## config.mk

```make
export PLATFORM = sky130hd
export DESIGN_NAME = key_conditioner
export DESIGN_NICKNAME = d
export VERILOG_FILES = /design/src/rtl/key_pkg.sv /design/src/rtl/key_channel.sv /design/src/rtl/key_conditioner.sv
export SDC_FILE = /design/constraint.sdc
export NUM_CORES = 1
export LEC_CHECK = 0
export CAP_MARGIN = 20
export CORE_MARGIN = 3
export CORE_UTILIZATION = 60
export CTS_CLUSTER_DIAMETER = 60
export DETAILED_ROUTE_END_ITERATION = 6
export MAX_ROUTING_LAYER = met4
export PLACE_DENSITY_LB_ADDON = 0.12
export SETUP_SLACK_MARGIN = 0.3
export SLEW_MARGIN = 20
export SYNTH_ARGS = -nofsm -noshare
export SYNTH_HDL_FRONTEND = slang
export SYNTH_SLANG_ARGS = --single-unit
```

## constraint.sdc

```tcl
create_clock -name clk -period 3.7 [get_ports clk]
set_input_delay 0.555 -clock clk [delete_from_list [all_inputs] [get_ports clk]]
set_output_delay 0.555 -clock clk [all_outputs]
set_load 0.02 [all_outputs]
```

## src/rtl/key_pkg.sv

```systemverilog
// Shared timing defaults and counter sizing for the push-button conditioning path.
package key_pkg;

  localparam int DEBOUNCE_CYCLES_DEF = 500000;   // 10 ms at 50 MHz
  localparam int REPEAT_DELAY_DEF    = 25000000; // 0.5 s
  localparam int REPEAT_PERIOD_DEF   = 5000000;  // 0.1 s

  function automatic int cnt_width(input int a, input int b, input int c);
    int m;
    m = a;
    if (b > m) m = b;
    if (c > m) m = c;
    return $clog2(m) + 1;
  endfunction

endpackage

```

## src/rtl/key_channel.sv

```systemverilog
// One key: 2-FF synchroniser, debounce counter, hold-to-repeat blips and press-pulse detect.
module key_channel
  import key_pkg::*;
#(
  parameter int DEBOUNCE_CYCLES = DEBOUNCE_CYCLES_DEF,
  parameter int REPEAT_DELAY    = REPEAT_DELAY_DEF,
  parameter int REPEAT_PERIOD   = REPEAT_PERIOD_DEF
) (
  input  logic clk,
  input  logic reset_n,
  input  logic key_raw_i,
  input  logic repeat_en_i,
  output logic key_out_o,
  output logic press_pulse_o
);

  localparam int CW = cnt_width(DEBOUNCE_CYCLES, REPEAT_DELAY, REPEAT_PERIOD);
  localparam logic [CW-1:0] DB_LAST  = CW'(DEBOUNCE_CYCLES - 1);
  localparam logic [CW-1:0] DELAY_C  = CW'(REPEAT_DELAY);
  localparam logic [CW-1:0] PERIOD_C = CW'(REPEAT_PERIOD);

  logic          sync1_q, sync2_q;
  logic          db_q, db_d;
  logic [CW-1:0] db_cnt_q, db_cnt_d;
  logic [CW-1:0] hold_q, hold_d;
  logic          rep_q, rep_d;
  logic          key_out_q, key_out_d;
  logic          press_q, press_d;
  logic          pressed_d, new_press, hit, blip_d;

  always_comb begin
    db_d      = db_q;
    db_cnt_d  = '0;
    hold_d    = '0;
    rep_d     = 1'b0;
    if (sync2_q != db_q) begin
      if (db_cnt_q == DB_LAST) db_d = ~db_q;
      else                     db_cnt_d = db_cnt_q + CW'(1);
    end
    pressed_d = ~db_d;
    new_press = db_q & ~db_d;
    // rep_q selects which interval the hold counter is timing: first delay or repeat period
    hit = (hold_q == (rep_q ? PERIOD_C : DELAY_C));
    if (pressed_d && repeat_en_i && !new_press) begin
      if (hit) begin
        hold_d = CW'(1);
        rep_d  = 1'b1;
      end else begin
        hold_d = hold_q + CW'(1);
        rep_d  = rep_q;
      end
    end
    blip_d    = pressed_d && repeat_en_i && !new_press &&
                (hold_d == (rep_d ? PERIOD_C : DELAY_C));
    // A release always forces the line high, so it overrides any blip on the same cycle
    key_out_d = ~pressed_d | blip_d;
    press_d   = key_out_q & ~key_out_d;
  end

  always_ff @(posedge clk) begin
    if (!reset_n) begin
      sync1_q   <= 1'b1;
      sync2_q   <= 1'b1;
      db_q      <= 1'b1;
      db_cnt_q  <= '0;
      hold_q    <= '0;
      rep_q     <= 1'b0;
      key_out_q <= 1'b1;
      press_q   <= 1'b0;
    end else begin
      sync1_q   <= key_raw_i;
      sync2_q   <= sync1_q;
      db_q      <= db_d;
      db_cnt_q  <= db_cnt_d;
      hold_q    <= hold_d;
      rep_q     <= rep_d;
      key_out_q <= key_out_d;
      press_q   <= press_d;
    end
  end

  assign key_out_o     = key_out_q;
  assign press_pulse_o = press_q;

endmodule

```

## src/rtl/key_conditioner.sv

```systemverilog
// Conditions NKEYS raw active-low push-buttons into clean levels with optional hold-to-repeat.
module key_conditioner
  import key_pkg::*;
#(
  parameter int NKEYS           = 4,
  parameter int DEBOUNCE_CYCLES = DEBOUNCE_CYCLES_DEF,
  parameter int REPEAT_DELAY    = REPEAT_DELAY_DEF,
  parameter int REPEAT_PERIOD   = REPEAT_PERIOD_DEF
) (
  input  logic             clk,
  input  logic             reset_n,
  input  logic [NKEYS-1:0] key_raw,
  input  logic             repeat_en,
  output logic [NKEYS-1:0] key_out,
  output logic [NKEYS-1:0] press_pulse
);

  for (genvar i = 0; i < NKEYS; i++) begin : g_ch
    key_channel #(
      .DEBOUNCE_CYCLES(DEBOUNCE_CYCLES),
      .REPEAT_DELAY   (REPEAT_DELAY),
      .REPEAT_PERIOD  (REPEAT_PERIOD)
    ) u_ch (
      .clk          (clk),
      .reset_n      (reset_n),
      .key_raw_i    (key_raw[i]),
      .repeat_en_i  (repeat_en),
      .key_out_o    (key_out[i]),
      .press_pulse_o(press_pulse[i])
    );
  end

endmodule

```

; ---- Yosys cells after proc, flatten, opt, wreduce, memory -nomap -nowiden
; Index checks and enable logic that the tools add are counted.
[classes]
shift = 0
n_div = 0
bitwise_logic = 29
n_eq_ne = 16
n_mul = 0
muxes = 32
n_lt_le_gt_ge = 0
n_reduce_logical = 20
n_addsub = 8
[op_table]
columns = op, count
row1 = $add A26 B1 Y26 const B, 8
row2 = $eq A26 B26 Y1, 8
row3 = $mux W26, 8
row4 = $mux W25, 8
row5 = $eq A26 B19 Y1 const B, 4
row6 = $not A1 Y1, 17
row7 = $mux W1, 16
row8 = $logic_and A1 B1 Y1, 12
row9 = $reduce_or A3 Y1, 4
row10 = $and A1 B1 Y1, 8
row11 = $logic_not A1 Y1, 4
row12 = $ne A1 B1 Y1, 4
row13 = $or A1 B1 Y1, 4
[word_totals]
input_bits = 7
latchBits = 0
wordCells = 137
out_inout_bits = 8
n_memories = 0
mem_bits_rw = 0
ff_bits = 232
rom_bits = 0

; ---- Logic depth before layout (Yosys ltp)
; Gate-level depths: netlist (run 1).
[depth]
ltp_word = 14
depth_mapped = 10
ltp_nobuf = 9

; ---- Modules after synthesis
; From an unflattened synthesis (run 1), not the netlist that was laid out.
[unflattened]
hier_cells = 1352
area_unflattened_um2 = 11531.1
[modules_own_cells]
columns = module, cells_per_inst, instances, area_per_inst_um2
row1 = key_channel, 338, 4, 2882.8

; ---- Worst setup path before layout (run 1)
; No wires, ideal clock.
[synth_path]
kind = register -> register
from = register g_ch[2].u_ch.hold_q[0]
to = register g_ch[2].u_ch.key_out_q
slack_ps = 1094
required_time_ps = 3640
path_buffers = 1
synth_period_minus_slack_ps = 2606
stages_incl_launch_ff = 10
t_arrival_ps = 2546
path_cell_list = dfxtp_1 -> ha_1 -> buf_2 -> nand3_1 -> nor3_1 -> mux2i_1 -> a21oi_1 -> or4b_2 -> a2111oi_0 -> nand2b_1
[synth_via]
elab_chain_len = 7
elab_cells_between_ends = 10
[synth_lines]
columns = element, line_no
row1 = "start, declared", key_channel.sv:25  ; logic [CW-1:0] hold_q, hold_d;
row2 = "start signal, assigned", key_channel.sv:75  ; hold_q <= hold_d;
row3 = "parallel branches: the longest is 4 deep, another holds $add A26 B1 Y26", --
row4 = $eq A26 B26 Y1 (*), key_channel.sv:54  ; (hold_d == (rep_d ? PERIOD_C : DELAY_C));
row5 = $logic_and A1 B1 Y1 (*), key_channel.sv:53  ; blip_d = pressed_d && repeat_en_i && !new_press &&
row6 = $or A1 B1 Y1 (*), key_channel.sv:56  ; key_out_d = ~pressed_d | blip_d;
row7 = "end signal, assigned", key_channel.sv:77  ; key_out_q <= key_out_d;
row8 = "end, declared", key_channel.sv:27  ; logic key_out_q, key_out_d;
; Every way passes the cells marked *.
; A chain may end at the register's enable or synchronous reset.

; ---- Worst setup path after layout (run 1)
; Ends and elaborated chain as after synthesis.

==> run_results.csv, run 1 <==
group,metric,value,unit
global_routing,grt.busiest_layer,"met2",
logic_synthesis,synth-seq-area-share,0.377,
routing,drt_iter0_markers,595,
global_routing,overflow,0,
die,dieArea,22300,um^2
logic_synthesis,yosysTopAreaCell,"dfxtp_1",
global_routing,use_met1,0.330,
cells_and_area,n_antenna_cell,0,
global_routing,grt_use_total,0.235,
cells_and_area,drive_above_1_share,0.0595,
hold_path,hold_path_depth,1,
timing,min_period_over_period,0.829,
global_routing,grt_start_max_net_pins,27,
setup_path,critPathLaunch,"g_ch[2].u_ch.hold_q[0]",
clocking,cts_htree_levels,1,
placement,finalWeightedCongestion,0.953,
outcome,outcome,"completed",
global_routing,met2_usage,0.366,
logic_synthesis,async_reset_ff_frac,0,
routing,wl,25600,um
timing,worst_clock_skew,0.0115,ns
routing,detail_route.wl_per_cell,14.4,um
clocking,cts_resized,0,
timing,clock.fmax,326,MHz
pwr,max-vdd-ir-drop,416,uV
timing,worst_pin_slew,0.888,ns
routing,ant_nets,0,
logic_synthesis,synth_edf_count,0,
setup_path,worstPathArrival,3.54,ns
setup_path,cp-start-kind,"register",
global_routing,first_global_vias,9473,
cells_and_area,syn2layout_area_growth,8.40,%
pwr,p_per_area,393,nW/um^2
logic_synthesis,synth_cell_types,82,
die,die_y,149,um
cells_and_area,layout_common_cells,"nor2_1, dfxtp_1, nand2_1, nand3_1, xnor2_1",
clocking,numClockSinks,232,
setup_path,crit_required,4.17,ns
setup_path,crit_fanout,9,
die,core-area,19800,um^2
timing,period_needed,3.07,ns
die,io_pins,15,
logic_synthesis,yosysWarnings,0,
logic_synthesis,ys.flop_type,"dfxtp_1",
pwr,p_leak,4.11,nW
routing,vias_per_cell,5.83,
clocking,clkLatencyLatePin,0.52,ns
logic_synthesis,synthCells,1532,
timing,slew_headroom,0.402,
routing,vias,10400,
logic_synthesis,netlist_area,12300,um^2
clocking,cts_hold_repair.buffers,0,
logic_synthesis,synthTopCellsByArea,"dfxtp_1, nor2_1, xnor2_1",
logic_synthesis,synth_seq_cells,232,
timing,rsz0062_at_grt,"no",
die,start_util,0.622,
logic_synthesis,synth_top_area_share,0.377,
die,rows,51,
clocking,cts_setup_buffers,0,
setup_path,endpoint_kind,"register",
cells_and_area,nets,1512,
routing,drcViolationCount,0,
hold_path,timing.hold.worst.class,"register to register",
clocking,cts_tree,"done",
logic_synthesis,syn_area_per_cell,8.05,um^2
setup_path,rr_worst_depth,8,
clocking,numCtsBuffers,27,
setup_path,crit_type,"register to register",
job,drv_cap,0,
timing,drv_slew,0,
timing,fin_tns_setup,0,ns
clocking,cts-root-buf,"clkbuf_16",
timing,setup_viol,0,
setup_path,rr_startpoint,"g_ch[2].u_ch.hold_q[0]",
die,die_w,149,um
clocking,path_clk_slew,0.06,ns
logic_synthesis,syn-num-nets,1551,
cells_and_area,final_common_cell,"nor2_1",
timing,hold_viol,0,
pwr,power,0.00526,W
hold_path,min_from,"g_ch[0].u_ch.sync1_q",
global_routing,gr-usage-met3,0.0292,
placement,portBuffers,14,
placement,hpwlAfterDp,17800,um
global_routing,grt_pass1_wl,44100,um
routing,drt-pass1-iter-count,5,
clocking,cts_buffer_depth,3,
global_routing,antenna_found_initial,0,
## kinds of logic after synthesis
kind of cell,after synthesis,share of synthesized area
fa+ha+maj,12,0.0122
xor+xnor,182,0.129
buf+inv,141,0.0503
compound gates,160,0.0905
simple gates,794,0.332
mux,11,0.00903
flops,232,0.377
## final timing paths
path,to,slack [ns]
max reg2reg,g_ch[2].u_ch.key_out_o,0.63
min,g_ch[0].u_ch.sync2_q,0.41
min reg2reg,g_ch[0].u_ch.sync2_q,0.41
max,g_ch[2].u_ch.key_out_o,0.63
## power by group
part	switching (W)	total, W	internal (W)
Sequential	0.00000311	0.00251	0.00250
Combinational	0.0000195	0.0000307	0.0000112
Clock	0.00102	0.00272	0.00170
## state kept, by name, summed over array words and instances, names as in the netlist
signal and flops:
g_ch.u_ch.hold_q 104, g_ch.u_ch.rep_q 4, g_ch.u_ch.key_out_o 4, g_ch.u_ch.sync1_q 4, g_ch.u_ch.sync2_q 4, g_ch.u_ch.db_cnt_q 104
g_ch.u_ch.db_q 4, g_ch.u_ch.press_pulse_o 4
## critical path: stages (launching register included)
cell,delay [ns]
dfxtp_1,0.41
ha_1,0.39
nand3_1,0.18
nor3_1,0.41
mux2i_1,0.26
a21oi_1,0.09
or4b_2,0.63
a2111oi_0,0.48
nand2b_1,0.17
## per-stage QoR
step           utilization  worst slack [ns]  std cells  cell area (um^2)  hold WS, ns
6_report             0.674             0.634       1777             13400        0.406
5_1_grt              0.674             0.369       1777             13400        0.423
4_1_cts              0.674             0.702       1777             13400        0.407
3_5_place_dp         0.627             0.705       1729             12400        0.391
3_3_place_gp         0.627             0.734       1729             12400        0.392
2_1_floorplan            -              1.09       1532             12300        0.386
## per-layer routing
| layer | up-vias | share of wire |
|---|---|---|
| met3 | 45 | 0.049 |
| met2 | 243 | 0.45 |
| li1 | 5283 | - |
| met4 | 0 | 0.019 |
| met5 | - | 0 |
| met1 | 4794 | 0.48 |
## layout make-up
class                      count  area [um^2]
multi-input combinational   1159         7070
fill                        1698         6470
sequential                   232         4640
clock buffer                  35          786
tap                          265          332
inverter                      52          195
timing repair buffer          21          193
clock inverter                13          151
## cells in the mapped netlist, types with 30 or more instances
| cell type | count |
|---|---|
| nor2_1 | 255 |
| dfxtp_1 | 232 |
| nand2_1 | 107 |
| nand3_1 | 106 |
| xnor2_1 | 96 |
| xor2_1 | 86 |
| clkbuf_1 | 56 |
| nand4_1 | 54 |
| inv_1 | 52 |
| nor3_1 | 49 |
| a21oi_1 | 38 |
| nor4_1 | 35 |
| or3_1 | 30 |
(Power assumes the default switching activity.)
==> run 2: changes to the inputs <==
==> constraint.sdc (replaced) <==
create_clock -name clk -period 3.2 [get_ports clk]
set_input_delay 0.48 -clock clk [delete_from_list [all_inputs] [get_ports clk]]
set_output_delay 0.48 -clock clk [all_outputs]
set_load 0.02 [all_outputs]
==> run 2 against run 1 <==
Final cell count grew 0.96%. Sequential power grew 16%. Clock power grew 6%. Maximum frequency grew 13%. Wire length grew 0.91%. Clock skew shrank 0.0019 ns. Global-route usage is essentially flat. Worst hold slack lost 0.0022 ns. Sequential cell count is the same. Cell area grew 0.51%. Highest routed layer unchanged. Worst setup slack lost 0.16 ns. Largest power group is now sequential cells. Power grew 10%. Critical endpoint unchanged.
==> run_results.csv, run 2 (synthesized netlist as in run 1, its figures left out) <==
group,metric,value,unit
outcome,outcome,"completed",
hold_path,timing.hold.worst.class,"register to register",
die,start_util,0.622,
routing,drt-pass1-iter-count,5,
setup_path,crit_fanout,5,
timing,rsz0062_at_grt,"no",
routing,vias_per_cell,5.81,
routing,met1_length,12500,um
clocking,cts_tree,"done",
die,rows,51,
clocking,numCtsBuffers,26,
clocking,numClockSinks,232,
timing,drv_slew,0,
routing,top_layer_used,"met4",
routing,detail_route.wl_per_cell,14.4,um
cells_and_area,nets,1529,
clocking,cts_buffer_depth,3,
pwr,p_leak,4.14,nW
global_routing,antenna_found_initial,0,
job,drv_cap,0,
global_routing,first_global_vias,9479,
routing,vias,10400,
timing,fin_tns_setup,0,ns
die,die_w,149,um
routing,drt_iter0_markers,608,
timing,setup_viol,0,
cells_and_area,reg_top3,"g_ch.u_ch.db_cnt_q: 104 flops, g_ch.u_ch.hold_q: 104 flops",
global_routing,grt_start_max_net_pins,27,
setup_path,crit_required,3.66,ns
routing,met2_length,11700,um
timing,hold_viol,0,
setup_path,endpoint_kind,"register",
cells_and_area,syn2layout_area_growth,8.96,%
pwr,p_per_area,432,nW/um^2
clocking,cts-root-buf,"clkbuf_16",
pwr,max-vdd-ir-drop,721,uV
setup_path,worstPathArrival,3.19,ns
timing,period_needed,2.73,ns
global_routing,grt_pass1_wl,44100,um
cells_and_area,n_antenna_cell,0,
routing,ant_nets,0,
global_routing,grt_use_total,0.235,
cells_and_area,final_common_cell,"nor2_1",
cells_and_area,layout_common_cells,"nor2_1, dfxtp_1, nand2_1, nand3_1, xnor2_1",
setup_path,cp-start-kind,"register",
pwr,power,0.00580,W
clocking,path_clk_slew,0.06,ns
routing,wl,25800,um
timing,clock.fmax,367,MHz
placement,portBuffers,14,
die,die_y,149,um
routing,wl_met3,1050,um
timing,slew_headroom,0.433,
clocking,cts_hold_repair.buffers,0,
cells_and_area,drive_above_1_share,0.0719,
die,io_pins,15,
die,dieArea,22300,um^2
placement,finalWeightedCongestion,0.925,
die,core-area,19800,um^2
timing,worst_pin_slew,0.851,ns
cells_and_area,final_area,13400,um^2
global_routing,overflow,0,
setup_path,crit_type,"register to register",
clocking,clkLatencyLatePin,0.52,ns
placement,hpwlAfterDp,18300,um
timing,min_period_over_period,0.852,
clocking,cts_htree_levels,1,
timing,worst_clock_skew,0.00953,ns
placement,dpl_cell_area,12600,um^2
routing,drcViolationCount,0,
run 2: power by group:
| group | switching, W | total, W | internal [W] |
|---|---|---|---|
| registers | 0.00000370 | 0.00290 | 0.00289 |
| logic | 0.0000223 | 0.0000364 | 0.0000141 |
| clock network | 0.00118 | 0.00287 | 0.00169 |
| total | 0.00120 | 0.00580 | 0.00460 |
run 2: area by class of cell:
type	instances	area (um^2)
well taps	265	332
clock buffers	33	728
fillers	1660	6400
flip-flops and latches	232	4650
clock inverters	14	113
inverters	52	195
repair buffers	39	328
multi-input cells	1159	7100
run 2: path summary, 6_finish.rpt:
path,from,endpoint,slack [ns],cells after the start
worst min-delay path,g_ch[3].u_ch.sync1_q,g_ch[3].u_ch.sync2_q,0.40,1
worst max register to register,g_ch[2].u_ch.db_cnt_q[19],g_ch[2].u_ch.key_out_o,0.47,7
worst max-delay path,g_ch[2].u_ch.db_cnt_q[19],g_ch[2].u_ch.key_out_o,0.47,7
worst min register to register,g_ch[3].u_ch.sync1_q,g_ch[3].u_ch.sync2_q,0.40,1
run 2: timing repair:
| action | 4_1_cts | 5_1_grt |
|---|---|---|
| resized for setup | 2 | 8 |
| setup buffers | 0 | 1 |
| pin swaps | 0 | 1 |
| endpoints found under the setup margin | 2 | 6 |
run 2: stage by stage:
stage	hold WS, ns	worst slack (ns)	instances	utilization
finish	0.404	0.475	1794	0.677
global route	0.416	0.310	1794	0.677
CTS	0.406	0.362	1793	0.676
detailed placement	0.392	0.239	1746	0.633
global placement	0.391	0.352	1746	0.633
floorplan	0.386	0.594	1532	-
run 2: worst max-delay path: stages, from the launching register on:
cell and delay [ns]:
dfxtp_1 0.33, or4_1 0.52, nor4_1 0.41, a311oi_1 0.26, o21a_1 0.18, o32a_1 0.34
a2111oi_1 0.48, nand2b_1 0.16
run 2: layer usage:
layer | global-route usage | vias up
li1 | - | 5297
met1 | 0.324 | 4883
met2 | 0.366 | 195
met3 | 0.0319 | 47
met4 | 0.0604 | 0
met5 | - | -
==> run 3: changes to the inputs <==
--- a/config.mk
+++ b/config.mk
@@ -8,7 +8,7 @@
 export CAP_MARGIN = 20
 export CORE_MARGIN = 3
 export CORE_UTILIZATION = 60
-export CTS_CLUSTER_DIAMETER = 60
+export CTS_CLUSTER_DIAMETER = 100
 export DETAILED_ROUTE_END_ITERATION = 6
 export MAX_ROUTING_LAYER = met4
 export PLACE_DENSITY_LB_ADDON = 0.12
==> results of run 3 <==
Final layout, timing and power as in run 2 (identical DEF).
